`config.mk`:
```
export PLATFORM = sky130hd
export DESIGN_NAME = regfile_wb_arbiter
export DESIGN_NICKNAME = d
export VERILOG_FILES = /design/src/rtl/regfile_pkg.sv /design/src/rtl/rr_arbiter.sv /design/src/rtl/regfile_wb_arbiter.sv
export SDC_FILE = /design/constraint.sdc
export NUM_CORES = 1
export LEC_CHECK = 0
export CORE_UTILIZATION = 43
export CTS_CLUSTER_SIZE = 10
export DETAILED_ROUTE_END_ITERATION = 16
export PLACE_DENSITY = 0.89
export SLEW_MARGIN = 30
export SYNTH_ARGS = -nofsm -noshare
export SYNTH_HDL_FRONTEND = slang
export SYNTH_SLANG_ARGS = --single-unit
```
`constraint.sdc`:
```
create_clock -name clk -period 6.73 [get_ports clk]
set_input_delay 1.0095 -clock clk [delete_from_list [all_inputs] [get_ports clk]]
set_output_delay 1.0095 -clock clk [all_outputs]
set_load 0.01 [all_outputs]
```
`src/rtl/regfile_pkg.sv`:
```
// regfile_pkg: shared constants and helpers for the register-file writeback path.
//   REG_ADDR_W    register address width (bit 5 reserved, must be 0)
//   REG_DATA_W    register data width
//   NUM_ARCH_REGS architectural registers per bank
//   BANK_INT/FP   values of the bank-select ("float") bit
//   is_legal_wb   1 when (addr, float) names a writable register
package regfile_pkg;

    localparam int   REG_ADDR_W    = 6;
    localparam int   REG_DATA_W    = 32;
    localparam int   NUM_ARCH_REGS = 32;
    localparam logic BANK_INT      = 1'b0;
    localparam logic BANK_FP       = 1'b1;

    // Integer r0 is hardwired to zero; FP f0 is a normal register.
    function automatic logic is_legal_wb(input logic [REG_ADDR_W-1:0] addr,
                                         input logic                  flt);
        logic in_range;
        logic int_r0;
        in_range = (addr < REG_ADDR_W'(NUM_ARCH_REGS));
        int_r0   = (addr == '0) && (flt == BANK_INT);
        return in_range && !int_r0;
    endfunction

endpackage

```
`src/rtl/rr_arbiter.sv`:
```
// rr_arbiter: combinational round-robin pick.
//   req      request vector
//   en       global enable; gnt is 0 when low
//   ptr      highest-priority index this cycle
//   gnt      one-hot grant (or 0 when nothing eligible)
//   gnt_idx  binary index of the granted bit (0 when gnt is 0)
module rr_arbiter #(
    parameter int N  = 3,
    parameter int PW = (N > 1) ? $clog2(N) : 1
) (
    input  logic [N-1:0]  req,
    input  logic          en,
    input  logic [PW-1:0] ptr,
    output logic [N-1:0]  gnt,
    output logic [PW-1:0] gnt_idx
);

    logic w_found;

    // Scan N positions starting at ptr, wrapping; first hit wins.
    always_comb begin
        gnt     = '0;
        gnt_idx = '0;
        w_found = 1'b0;
        for (int k = 0; k < N; k++) begin
            if (en && !w_found && req[(int'(ptr) + k) % N]) begin
                w_found                   = 1'b1;
                gnt[(int'(ptr) + k) % N]  = 1'b1;
                gnt_idx                   = PW'((int'(ptr) + k) % N);
            end
        end
    end

endmodule

```
`src/rtl/regfile_wb_arbiter.sv`:
```
// regfile_wb_arbiter: shares the register-file write port between NUM_REQ
// writeback sources with round-robin arbitration and one output register.
//   clk, rst              clock; synchronous active-high reset
//   req_valid/ready       per-requester handshake (ready is one-hot or 0)
//   req_addr/data/float   flat buses, slice i belongs to requester i
//   wb_hold               blocks all grants while high
//   writeReg/writeData/regWrite/float  register-file write port
//   drop_err              sticky flag: an illegal write was dropped
//   drop_cnt              saturating count of dropped writes
module regfile_wb_arbiter
    import regfile_pkg::*;
#(
    parameter int NUM_REQ = 3,
    parameter int ADDR_W  = REG_ADDR_W,
    parameter int DATA_W  = REG_DATA_W
) (
    input  logic                      clk,
    input  logic                      rst,
    input  logic [NUM_REQ-1:0]        req_valid,
    output logic [NUM_REQ-1:0]        req_ready,
    input  logic [NUM_REQ*ADDR_W-1:0] req_addr,
    input  logic [NUM_REQ*DATA_W-1:0] req_data,
    input  logic [NUM_REQ-1:0]        req_float,
    input  logic                      wb_hold,
    output logic [ADDR_W-1:0]         writeReg,
    output logic [DATA_W-1:0]         writeData,
    output logic                      regWrite,
    output logic                      float,
    output logic                      drop_err,
    output logic [7:0]                drop_cnt
);

    localparam int PW = (NUM_REQ > 1) ? $clog2(NUM_REQ) : 1;

    logic [PW-1:0]      r_ptr;
    logic [ADDR_W-1:0]  r_write_reg;
    logic [DATA_W-1:0]  r_write_data;
    logic               r_reg_write;
    logic               r_float;
    logic               r_drop_err;
    logic [7:0]         r_drop_cnt;

    logic               w_en;
    logic [NUM_REQ-1:0] w_gnt;
    logic [PW-1:0]      w_gnt_idx;
    logic               w_xfer;
    logic [ADDR_W-1:0]  w_addr;
    logic [DATA_W-1:0]  w_data;
    logic               w_flt;
    logic               w_legal;
    logic [PW-1:0]      w_ptr_nxt;

    // Reset also masks grants so no requester sees ready while rst is high.
    assign w_en = ~wb_hold & ~rst;

    rr_arbiter #(.N(NUM_REQ), .PW(PW)) u_arb (
        .req     (req_valid),
        .en      (w_en),
        .ptr     (r_ptr),
        .gnt     (w_gnt),
        .gnt_idx (w_gnt_idx)
    );

    assign req_ready = w_gnt;
    // gnt is only ever set on a valid input, so any grant is a transfer.
    assign w_xfer    = |w_gnt;

    assign w_addr  = req_addr[int'(w_gnt_idx)*ADDR_W +: ADDR_W];
    assign w_data  = req_data[int'(w_gnt_idx)*DATA_W +: DATA_W];
    assign w_flt   = req_float[w_gnt_idx];
    assign w_legal = is_legal_wb(REG_ADDR_W'(w_addr), w_flt);

    assign w_ptr_nxt = (int'(w_gnt_idx) == NUM_REQ - 1) ? '0 : w_gnt_idx + 1'b1;

    always_ff @(posedge clk) begin
        if (rst) begin
            r_ptr        <= '0;
            r_write_reg  <= '0;
            r_write_data <= '0;
            r_reg_write  <= 1'b0;
            r_float      <= 1'b0;
            r_drop_err   <= 1'b0;
            r_drop_cnt   <= '0;
        end else begin
            r_reg_write <= 1'b0;
            if (w_xfer) begin
                r_ptr <= w_ptr_nxt;
                if (w_legal) begin
                    r_reg_write  <= 1'b1;
                    r_write_reg  <= w_addr;
                    r_write_data <= w_data;
                    r_float      <= w_flt;
                end else begin
                    // Accepted but discarded; port fields keep their last values.
                    r_drop_err <= 1'b1;
                    if (r_drop_cnt != 8'hFF)
                        r_drop_cnt <= r_drop_cnt + 8'd1;
                end
            end
        end
    end

    assign writeReg  = r_write_reg;
    assign writeData = r_write_data;
    assign regWrite  = r_reg_write;
    assign float     = r_float;
    assign drop_err  = r_drop_err;
    assign drop_cnt  = r_drop_cnt;

endmodule

```
Word level (Yosys, flattened, before mapping). Cells that the tools add are included.

Register bits: 51.

$add $sub $neg: 4. $mul: 1. Divide/modulo/power cells: 3. Order comparisons: 8. Eq/ne operators: 2. Shifts and indexed selects: 2. Multiplexer cells: 27. Bitwise operators: 8. Reduce and logical (&&, ||, !) cells: 19.

Operators by type and width (count): $ge A32 B1 Y1 const B (3); $lt A32 B4 Y1 const B (3); $shiftx A96 B8 Y32 (1); $mod A32 B3 Y32 const B (2); $mod A3 B3 Y32 const B (1); $shiftx A18 B6 Y6 (1); $mux W1 (13); $logic_and A1 B1 Y1 (10); $mux W3 (3); $add A8 B1 Y8 const B (1); $bmux W1 S2 (4); $mux W2 (4); $ne A8 B8 Y1 const B (1); $demux W1 S2 (3); $logic_not A6 Y1 (1); $lt A6 B6 Y1 const B (1); $or A3 B3 Y3 (2); $not A1 Y1 (5); $mul A2 B2 Y4 const B (1); $reduce_and A2 Y1 (2); $add A2 B1 Y3 const B (1); $add A2 B2 Y3 const B (1); $logic_not A1 Y1 (3); $lt A2 B3 Y1 const B (1); other kinds (6) (6).

Longest topological paths before layout.
Depth after elaboration: 22. Mapped depth: 14. Depth with buffers taken out: 10.

By module. A second synthesis with hierarchy kept.

Cell total of the unflattened synthesis: 402. Area total of the unflattened synthesis: 3457.1 µm².

Modules (own cells, without submodules): regfile_wb_arbiter (instances 1, cells each 365, area an instance 3188.1 µm²); rr_arbiter (instances 1, cells each 37, area an instance 269.0 µm²).

Worst setup path before layout. No wires, ideal clock.

Path kind: input to register. From: in wb_hold. To: reg r_write_data[10] (netlist: writeData[10]). Setup time: 0.128 ns. Arrival time: 3.180 ns. Required time: 6.602 ns. Setup slack: 3.423 ns. Cell stages on the path: 11. Cells stage by stage: or2_0 > clkbuf_1 > o21bai_1 > a21oi_4 > mux2_2 > mux2_2 > a211oi_2 > buf_6 > buf_6 > mux2i_1 > nor2_1.

Longest elaborated chain between the ends: 19.

Ends and longest elaborated chain: start: declaration (RTL line regfile_wb_arbiter.sv:24) `input logic wb_hold,`; $not A1 Y1 * (RTL line regfile_wb_arbiter.sv:54) `assign w_en = ~wb_hold & ~rst;`; $and A1 B1 Y1 * (RTL line regfile_wb_arbiter.sv:54); parallel branches: the longest is 17 deep, another holds $mul A2 B2 Y4; end signal: assignment (RTL line regfile_wb_arbiter.sv:91) `r_write_data <= w_data;`; end: declaration (RTL line regfile_wb_arbiter.sv:37) `logic [DATA_W-1:0] r_write_data;`.

Every way passes the cells marked *. The select of a mux whose other input is x is not followed. A chain may end at the register's enable or synchronous reset.

Final worst setup path.
From: in rst. To: reg r_write_data[12] (netlist: writeData[12]).

Longest elaborated chain between the ends: 19.

Ends and longest elaborated chain: start: declaration (RTL line regfile_wb_arbiter.sv:18) `input logic rst,`; parallel branches: the longest is 19 deep, another holds $mux W2.

Several ways; the timed one is not identified. The select of a mux whose other input is x is not followed.

==> results <==
- For this run, global-route usage on met2 was measured as 0.3965.
- The final max-slew violation count is 0.
- The initial utilization of the core area, before any placement, comes to 0.4440.
- Of the available clock period, the critical path in the final layout requires 0.7362.
- Max-cap violations in this run came to 0.
- On the critical path, the stage with the largest delay is an instance of a21oi_4.
- The H-tree depth is 2.
- In this run the remaining antenna-violating nets after routing total 0.
- The worst-case IR drop observed on VDD is 0.1021 mV.
- The endpoint identified for the worst register-to-register timing path is writeData[12].
- The number of endpoints with negative hold slack in the final report came to 0.
- The flow ran to the end, and the final reports show no timing, DRC or antenna violations.
- The cell count after synthesis is approximately 380.
- Averaged over all synthesized cells, the footprint is between 8 and 9 µm².
- The worst setup path is launched from a primary input.
- Setup repair after global routing left no endpoint under its margin.
- No sink is reached through more buffers than the 2 on the longest clock path.
- For this run, the detailed router's first-pass iteration total came to 4.
- Summed over all nets, the half-perimeter wirelength after detailed placement is 7610 µm.
- The register clock-pin slew on the reported worst setup and hold paths is 0.09 ns.
- The floorplan step set the die width to 88.31 µm.
- Yosys instantiated no cell more often than mux2i_1.
- The peak fanout along the critical path is 49.
- In the global route stage, met1 resource usage came out at 0.3073.
- The most used flip-flop cell after synthesis is dfxtp_1.
- The startpoint of the worst hold path is drop_err.
- STA puts the critical path data arrival time at 5.11 ns.
- The cell that appears most often on the critical path is mux2_2.
- The number of global-route vias before repair is 2985.
- The iteration-0 DRC count of the detailed router is between 100 and 150.
- The clock latency of the later-clocked register in the worst-skew pair is 0.30 ns.
- After detailed routing, the number of remaining DRC violations is 0.
- The number of cell rows is 31.
- The slew of the pin with the lowest slew margin is 0.8919 ns.
- The first global-routing pass estimated 14310 µm of wire.
- For this design the static power due to leakage is approximately 1.7 nW.
- Counting instances, the worst hold path has a depth of 1.
- The biggest cell delay along the critical path is 0.71 ns.
- For this run, the register share of the synthesized area comes to 0.3188.
- From synthesis to final layout, the design area changed by 57.77%.
- STA puts the critical path data required time at 6.88 ns.
- Yosys mapped a number of flops with a built-in enable equal to 0.
- Routability-driven placement finished with a final weighted congestion of 0.8614.
- After synthesis, the most frequently instantiated cells are mux2i_1 (78), dfxtp_1 (51), nor2_1 (50), nand2_1 (48), o21ai_0 (41).
- The worst path needs 4.955 ns of the cycle, external delays included.
- Walking the worst path, the cells encountered are buf_2, or2_0, o21bai_1, a21oi_4, mux2_2, mux2_2, a211oi_4, buf_4, mux2i_1, nor2_1.
- 0 antenna diodes ended up in the layout.
- For this run, asynchronously set or reset flops after synthesis account for 0.
- The depth of the worst register-to-register path is 11.
- The detailed-route vias per instance is around 5.2.
- The total CTS buffers is 5.
- The worst setup path is captured at a register.
- The upper clock frequency limit is approximately 200 MHz.
- The full die area is 7798 µm².
- Input and output buffers added on the ports amount to roughly 170.
- The total power is 838.6 µW.
- The synthesized cell area is 3203 µm².
- The cell sitting at the root of the clock tree is a clkbuf_8.
- Dividing the detail-routed wire length by the instance count gives 15.07 µm.
- The TritonCTS clock tree is built.
- Synthesis instantiated 53 different standard cells from the library.
- The min-delay analysis places its worst path in the category reg -> reg.
- The worst setup slack for register-to-register paths is 2.28 ns.
- The warning count from the yosys run is 0.
- The initial antenna violation count is 0.
- The setup path with the least slack is of type in -> reg.
- The number of sinks on the clock net is 51.
- The biggest area contributor in the post-synthesis netlist is dfxtp_1.
- The clock arrives with 0.006305 ns of skew.
- The final layout contains routed wiring with a total length of 9675 µm.
- In the global route stage, overall resource usage came out at 0.2371.
- Sorting the synthesized cells by area gives the leading types as dfxtp_1 (32%), mux2i_1 (24%), o21ai_0 (6.4%).
- The top-level port count is 175.
- The hold buffer count at CTS is 0.
- Power spread over the standard cell area amounts to 165.9 nW/µm².
- The global-route met3 utilization is 0.05690.
- The hold path endpoint is drop_err.
- The share of layout cells above drive strength 1 is 0.04788.
- The worst setup path startpoint is rst.
- After floorplanning, the core was sized to cover ~7000 µm².
- Entering global routing, the biggest net connects 51 pins.
- The most crowded layer after global routing is met2.
- The worst pin sits at a relative slew slack of 0.4054.
- After global routing the overflow that remains totals 0.
- In this run, post-CTS repair resized a total of 0 instances.
- The start of the worst register-to-register path is r_ptr[1].
- The die is roughly 88 µm tall.
- After synthesis the netlist holds a flip-flop and latch count of 51.
- The top-area cell type share of the netlist area is 0.3188.
- The final-report setup violation count is 0.
- The post-CTS setup repair buffer count is 0.
- The sum of negative setup slack is 0 ns.
- The net count of the mapped netlist is 512.
- The final route contains 3334 vias.
- The final layout contains 670 nets.
[logic make-up (layout without fill, tap and decap cells)]
kind of cell,after synthesis,count (layout),share of synthesized area
AO/OA/AOI/OAI,73,73,0.1445
adder cells (fa/ha/maj),5,5,0.01953
buffers and inverters,35,194,0.05351
flip-flops,51,51,0.3188
multiplexers,86,86,0.2746
AND/OR/NAND/NOR,134,134,0.1891
[metal layers]
metal | up-vias | part of all wire
met5 | - | 0
li1 | 1670 | -
met2 | 119 | 0.50
met4 | 0 | 0.017
met1 | 1531 | 0.42
met3 | 14 | 0.070
[worst max path at each step]
| stage | endpoint | slack, ns | depth (start not counted) |
|---|---|---|---|
| 6_report | writeData[12] | 1.78 | 10 |
| 5_1_grt | writeData[0] | 1.48 | 10 |
| 4_1_cts | writeData[12] | 1.79 | 10 |
| 3_5_place_dp | writeData[12] | 1.48 | 10 |
| 3_3_place_gp | writeData[18] | 1.66 | 10 |
| 2_1_floorplan | writeData[10] | 3.42 | 11 |
[flip-flops by register name (all words and copies together), names as in the netlist]
name	flops
regWrite	1
float	1
drop_cnt	8
writeReg	6
writeData	32
r_ptr	2
drop_err	1
[worst max-delay path: cells and delay by family]
| family | cells | cell delay [ns] |
|---|---|---|
| AO/OA/AOI/OAI | 3 | 1.66 |
| buffers and inverters | 2 | 0.88 |
| multiplexers | 3 | 0.99 |
| AND/OR/NAND/NOR | 2 | 0.53 |
[metrics by stage]
stage	util	cells	setup slack, ns	hold slack [ns]	instance area, µm²
6_report	0.7005	642	1.775	0.4821	5054
5_1_grt	0.7005	642	1.477	0.4989	5054
4_1_cts	0.7005	642	1.787	0.4819	5054
3_5_place_dp	0.6871	634	1.480	0.4615	4957
3_3_place_gp	0.6871	634	1.660	0.4448	4957
2_1_floorplan	-	384	3.423	0.4648	3203
[power by group]
part	switching, mW	internal (mW)
logic	0.143	0.172
clock network	0.101	0.0842
registers	0.0137	0.324
total	0.258	0.581
[cell type report]
class,count,area [µm²]
Clock buffer,6,82.58
Fill cell,562,2161
Tap cell,99,123.9
Timing Repair Buffer,177,1759
Multi-Input combinational cell,298,2019
Inverter,9,33.78
Clock inverter,2,13.76
Sequential cell,51,1021
[cell usage in the layout (no fill, tap or decap), types with 2 or more instances in the layout]
cell / instances
nand4_1: 3
clkbuf_8: 6
o21bai_1: 2
a21oi_1: 7
buf_4: 3
mux2i_1: 78
nand2_1: 48
a211oi_1: 4
nor4_1: 3
nand2b_1: 2
a21o_1: 2
nor2b_1: 5
mux2i_2: 2
o21ai_0: 41
mux2_2: 4
or4_1: 2
a22o_1: 2
ha_1: 5
nor4bb_1: 2
nand3_1: 4
or3_1: 3
nor3_1: 5
inv_1: 8
nor2_1: 50
clkdlybuf4s50_1: 173
dfxtp_1: 51
Power figures use the tool's default switching activity.
